==> config.mk <==
export PLATFORM = sky130hd
export DESIGN_NAME = mem_responder
export DESIGN_NICKNAME = d
export VERILOG_FILES = /design/src/rtl/mem_resp_pkg.sv /design/src/rtl/mem_resp_arbiter.sv /design/src/rtl/mem_responder.sv
export SDC_FILE = /design/constraint.sdc
export NUM_CORES = 1
export LEC_CHECK = 0
export CAP_MARGIN = 20
export CORE_ASPECT_RATIO = 1.4
export CORE_MARGIN = 4
export CORE_UTILIZATION = 40
export DETAILED_ROUTE_END_ITERATION = 12
export GPL_TIMING_DRIVEN = 0
export PLACE_DENSITY_LB_ADDON = 0.25
export SLEW_MARGIN = 40
export SYNTH_ARGS = -nofsm -noshare
export SYNTH_HDL_FRONTEND = slang
export SYNTH_HIERARCHICAL = 1
export SYNTH_SLANG_ARGS = --single-unit
==> constraint.sdc <==
create_clock -name clk -period 3.9 [get_ports clk]
set_clock_uncertainty 0.1 [all_clocks]
set_input_delay 0.78 -clock clk [delete_from_list [all_inputs] [get_ports clk]]
set_output_delay 0.78 -clock clk [all_outputs]
set_load 0.1 [all_outputs]
==> src/rtl/mem_resp_pkg.sv <==
// Shared types and constants for the mem_responder block.
package mem_resp_pkg;

    localparam int DW = 32;

    typedef enum logic [1:0] {
        IDLE = 2'd0,
        BUSY = 2'd1,
        RESP = 2'd2
    } state_t;

    typedef enum logic {
        PORT_I = 1'b0,
        PORT_D = 1'b1
    } port_t;

    typedef enum logic {
        OP_RD = 1'b0,
        OP_WR = 1'b1
    } op_t;

endpackage

==> src/rtl/mem_resp_arbiter.sv <==
// Grant selection between fetch and data ports; fixed data priority by default,
// round-robin on ties when MEM_RESP_FAIR_ARB_EN is defined.
module mem_resp_arbiter
    import mem_resp_pkg::*;
(
    input  logic  clk,
    input  logic  nRST,
    input  logic  idle,
    input  logic  i_req,
    input  logic  d_req,
    output logic  gnt_valid,
    output port_t gnt_port
);

    assign gnt_valid = i_req | d_req;

`ifdef MEM_RESP_FAIR_ARB_EN
    port_t last_q;

    // Starts as "data" so the first tie goes to fetch.
    always_ff @(posedge clk or negedge nRST) begin
        if (!nRST) begin
            last_q <= PORT_D;
        end else if (idle && gnt_valid) begin
            last_q <= gnt_port;
        end
    end

    always_comb begin
        gnt_port = PORT_I;
        if (i_req && d_req) begin
            gnt_port = (last_q == PORT_D) ? PORT_I : PORT_D;
        end else if (d_req) begin
            gnt_port = PORT_D;
        end
    end
`else
    logic unused;

    assign gnt_port = d_req ? PORT_D : PORT_I;
    assign unused   = &{1'b0, clk, nRST, idle};
`endif

endmodule

==> src/rtl/mem_responder.sv <==
// Arbitrates fetch and load/store requests onto a fixed-latency single-port RAM.
// Optional round-robin arbitration: define MEM_RESP_FAIR_ARB_EN.
module mem_responder
    import mem_resp_pkg::*;
#(
    parameter int LATENCY = 2,
    parameter int RAM_AW  = 10
) (
    input  logic              clk,
    input  logic              nRST,
    input  logic              i_req,
    input  logic [31:0]       i_addr,
    output logic [DW-1:0]     i_rdata,
    output logic              i_ready,
    input  logic              d_ren,
    input  logic              d_wen,
    input  logic [31:0]       d_addr,
    input  logic [DW-1:0]     d_wdata,
    output logic [DW-1:0]     d_rdata,
    output logic              d_ready,
    output logic [RAM_AW-1:0] ram_addr,
    output logic              ram_ren,
    output logic              ram_wen,
    output logic [DW-1:0]     ram_wdata,
    input  logic [DW-1:0]     ram_rdata,
    output state_t            dbg_state
);

    // Handshake: a port holds its request level until it sees its one-cycle
    // ready pulse; requests are sampled only when the FSM grants in IDLE.
    localparam int            CW       = (LATENCY > 1) ? $clog2(LATENCY) : 1;
    localparam logic [CW-1:0] CNT_LOAD = CW'(LATENCY - 1);

    state_t            state_q, state_d;
    logic [CW-1:0]     cnt_q;
    port_t             port_q;
    op_t               op_q;
    logic              d_req, gnt_valid, gnt_wr, take, done;
    port_t             gnt_port;
    logic [RAM_AW-1:0] gnt_addr;
    logic              unused_addr_bits;

    assign d_req     = d_ren | d_wen;
    assign gnt_wr    = (gnt_port == PORT_D) && d_wen;
    assign gnt_addr  = (gnt_port == PORT_D) ? d_addr[RAM_AW+1:2] : i_addr[RAM_AW+1:2];
    assign dbg_state = state_q;

    // Byte-lane bits and bits above the RAM window are dropped, so addresses alias.
    assign unused_addr_bits = &{1'b0, i_addr[31:RAM_AW+2], i_addr[1:0],
                                d_addr[31:RAM_AW+2], d_addr[1:0]};

    mem_resp_arbiter u_arb (
        .clk       (clk),
        .nRST      (nRST),
        .idle      (state_q == IDLE),
        .i_req     (i_req),
        .d_req     (d_req),
        .gnt_valid (gnt_valid),
        .gnt_port  (gnt_port)
    );

    always_ff @(posedge clk or negedge nRST) begin
        if (!nRST) begin
            state_q <= IDLE;
        end else begin
            state_q <= state_d;
        end
    end

    always_comb begin
        state_d = state_q;
        take    = 1'b0;
        done    = 1'b0;
        case (state_q)
            IDLE: begin
                if (gnt_valid) begin
                    state_d = BUSY;
                    take    = 1'b1;
                end
            end
            BUSY: begin
                if (cnt_q == '0) begin
                    state_d = RESP;
                    done    = 1'b1;
                end
            end
            RESP:    state_d = IDLE;
            default: state_d = IDLE;
        endcase
    end

    always_ff @(posedge clk or negedge nRST) begin
        if (!nRST) begin
            cnt_q     <= '0;
            port_q    <= PORT_I;
            op_q      <= OP_RD;
            ram_addr  <= '0;
            ram_ren   <= 1'b0;
            ram_wen   <= 1'b0;
            ram_wdata <= '0;
            i_rdata   <= '0;
            d_rdata   <= '0;
            i_ready   <= 1'b0;
            d_ready   <= 1'b0;
        end else begin
            i_ready <= 1'b0;
            d_ready <= 1'b0;
            if (take) begin
                port_q   <= gnt_port;
                op_q     <= gnt_wr ? OP_WR : OP_RD;
                ram_addr <= gnt_addr;
                ram_ren  <= !gnt_wr;
                ram_wen  <= gnt_wr;
                cnt_q    <= CNT_LOAD;
                if (gnt_wr) begin
                    ram_wdata <= d_wdata;
                end
            end else if (state_q == BUSY && cnt_q != '0) begin
                cnt_q <= cnt_q - 1'b1;
            end
            // Last BUSY edge: drop strobes, capture read data, raise the port's ready.
            if (done) begin
                ram_ren <= 1'b0;
                ram_wen <= 1'b0;
                i_ready <= (port_q == PORT_I);
                d_ready <= (port_q == PORT_D);
                if (op_q == OP_RD) begin
                    if (port_q == PORT_I) begin
                        i_rdata <= ram_rdata;
                    end else begin
                        d_rdata <= ram_rdata;
                    end
                end
            end
        end
    end

endmodule

==> flow_summary.toml <==
[sta]
fin_tns_setup_ps = 0
worst_pin_slew_ps = 624.8
fin_crit_sh = 0.6984
finalHoldViolCount = 0
maxSlewViolCount = 0
fin_crit_ps = 2724
max_freq_mhz = 367.2
finalSetupViolations = 0
slew-limit-headroom = 0.5835
rsz0062_at_grt = "false"

[run]
maxCapViolations = 0

[clock_tree]
cts_tree = "built"
cts_hold_buf = 0
clk_pin_slew_worst_paths_ps = 50
clockRootBuffer = "clkbuf_16"
cts.repair.resized = 0
cts_setup_buffers = 0
clk_latency_ps = 400
cts_made_buffers = 17
cts_buffer_depth = 2
clock_sink_count = 115
h-tree-depth = 4

[route]
wirelength_um = 10350
met1_length_um = 4030
wl_met3_um = 596
drc = 0
ant_nets = 0
highest_layer = "met4"
viasPerCell = 4.684
wl_met2_um = 5466
drt_iter0_markers = 54
dr.pass1.iters = 4
num_vias = 3040
wl_per_cell_um = 15.95

[die]
die_y_um = 132.1
start_util = 0.4071
die_area_mm2 = 0.01277
rows = 45
io_pins = 245
dieWidth_um = 96.65
core_mm2 = 0.01081

[global_routing]
gr-total-overflow = 0
grt_max_degree = 70
grt_pass1_wl_um = 17110
antenna_found_initial = 0
grt_usage = 0.1702
grt_pass1_vias = 3295

[placement]
place_congestion = 0.7485
dp_hpwl_um = 7915
io_buffers = 200

[status]
outcome = "complete, no violations"

[worst_setup_path]
reg2reg_slack_ps = 1840
critical_path_class = "in2reg"
r2r_start = "dbg_state[1]$_DFFE_PN0P_"
crit_fanout = 10
cp.arrival_ps = 2900
worstSetupEndpointType = "flop"
reg2regPathDepth = 5
start_kind = "input port"
reg2reg_to = "ram_wdata[19]$_DFFE_PN0P_"
cp.required_ps = 4080

[final_layout]
fin_nets = 630
multiInputGateArea_mm2 = 0.001420
seqCellArea_mm2 = 0.002878
num_antenna_cells = 0
layout-area-overhead-vs-synth_pct = 50.38
fillers = 880
drive_above_1_share = 0.5020

[yosys]
yosys_warnings = 6
syn_avg_cell_area_um2 = 15.89
syn_area_mm2 = 0.004400
syn-num-nets = 410
syn_inst = 277

[hold_path]
hold_class = "in2async"
## registers in the layout (all words and copies together), names as in the netlist
name / flops
cnt_q: 1
d_rdata: 32
d_ready: 1
dbg_state: 2
i_rdata: 32
i_ready: 1
op_q: 1
port_q: 1
ram_addr: 10
ram_ren: 1
ram_wdata: 32
ram_wen: 1
## placed cells by master (no fill, tap or decap), drive strengths merged
cell type,count
dfrtp,115
and3,1
clkbuf,22
mux2,97
nor2b,1
nor3,1
mux2i,11
nor2,12
nand3,2
a21oi,13
inv,2
and2,1
nand2b,1
clkdlybuf4s50,87
nor3b,3
or2,2
o21ai,1
clkinvlp,4
bufinv,2
clkinv,4
buf,126
## how the worst max path moves through the flow
stage | depth (start not counted) | startpoint | slack (ps) | to
after floorplan | 7 | d_wen | 1370 | ram_wdata[10]$_DFFE_PN0P_
after global placement | 1 | nRST | -2310 | i_rdata[14]$_DFFE_PN0P_
after detailed placement | 8 | d_wen | 770 | ram_wdata[14]$_DFFE_PN0P_
after CTS | 8 | d_wen | 1190 | ram_wdata[14]$_DFFE_PN0P_
after global routing | 8 | d_wen | 1020 | ram_wdata[2]$_DFFE_PN0P_
final | 8 | d_wen | 1180 | ram_wdata[19]$_DFFE_PN0P_
## per-layer routing
metal	vias up	track usage
li1	1419	-
met1	1480	0.1907
met2	119	0.2930
met3	22	0.05823
met4	0	0.07416
met5	-	0
## critical path, cell delays in order
cell,delay (ps)
clkdlybuf4s50_1,500
or2_2,130
or2_1,120
nor3b_2,410
and3_1,210
buf_2,180
buf_4,210
mux2_2,350
## stage by stage
| step | setup slack, ps | hold WS, ps | utilization | cells | area, µm² |
|---|---|---|---|---|---|
| after floorplan | 1374 | 384.4 | - | 277 | 4400 |
| after global placement | -2312 | 389.4 | 0.6086 | 618 | 6579 |
| after detailed placement | 774.8 | 388.7 | 0.5597 | 619 | 6051 |
| after CTS | 1194 | 163.6 | 0.6122 | 649 | 6618 |
| after global routing | 1018 | 177.5 | 0.6122 | 649 | 6618 |
| final | 1176 | 170.7 | 0.6122 | 649 | 6618 |
## final cells by class
cell class / count / area share
inverter: 2 / 0.001134
buffer: 14 / 0.01437
clock inverter: 10 / 0.01664
timing repair buffer: 201 / 0.2227
sequential: 115 / 0.4349
multi-input combinational: 146 / 0.2146
clock buffer: 20 / 0.06901
tap: 141 / 0.02666
Power is left out: the tool's default activity adds up to more than one toggle a clock period on the data nets, which glitch-free logic cannot reach.
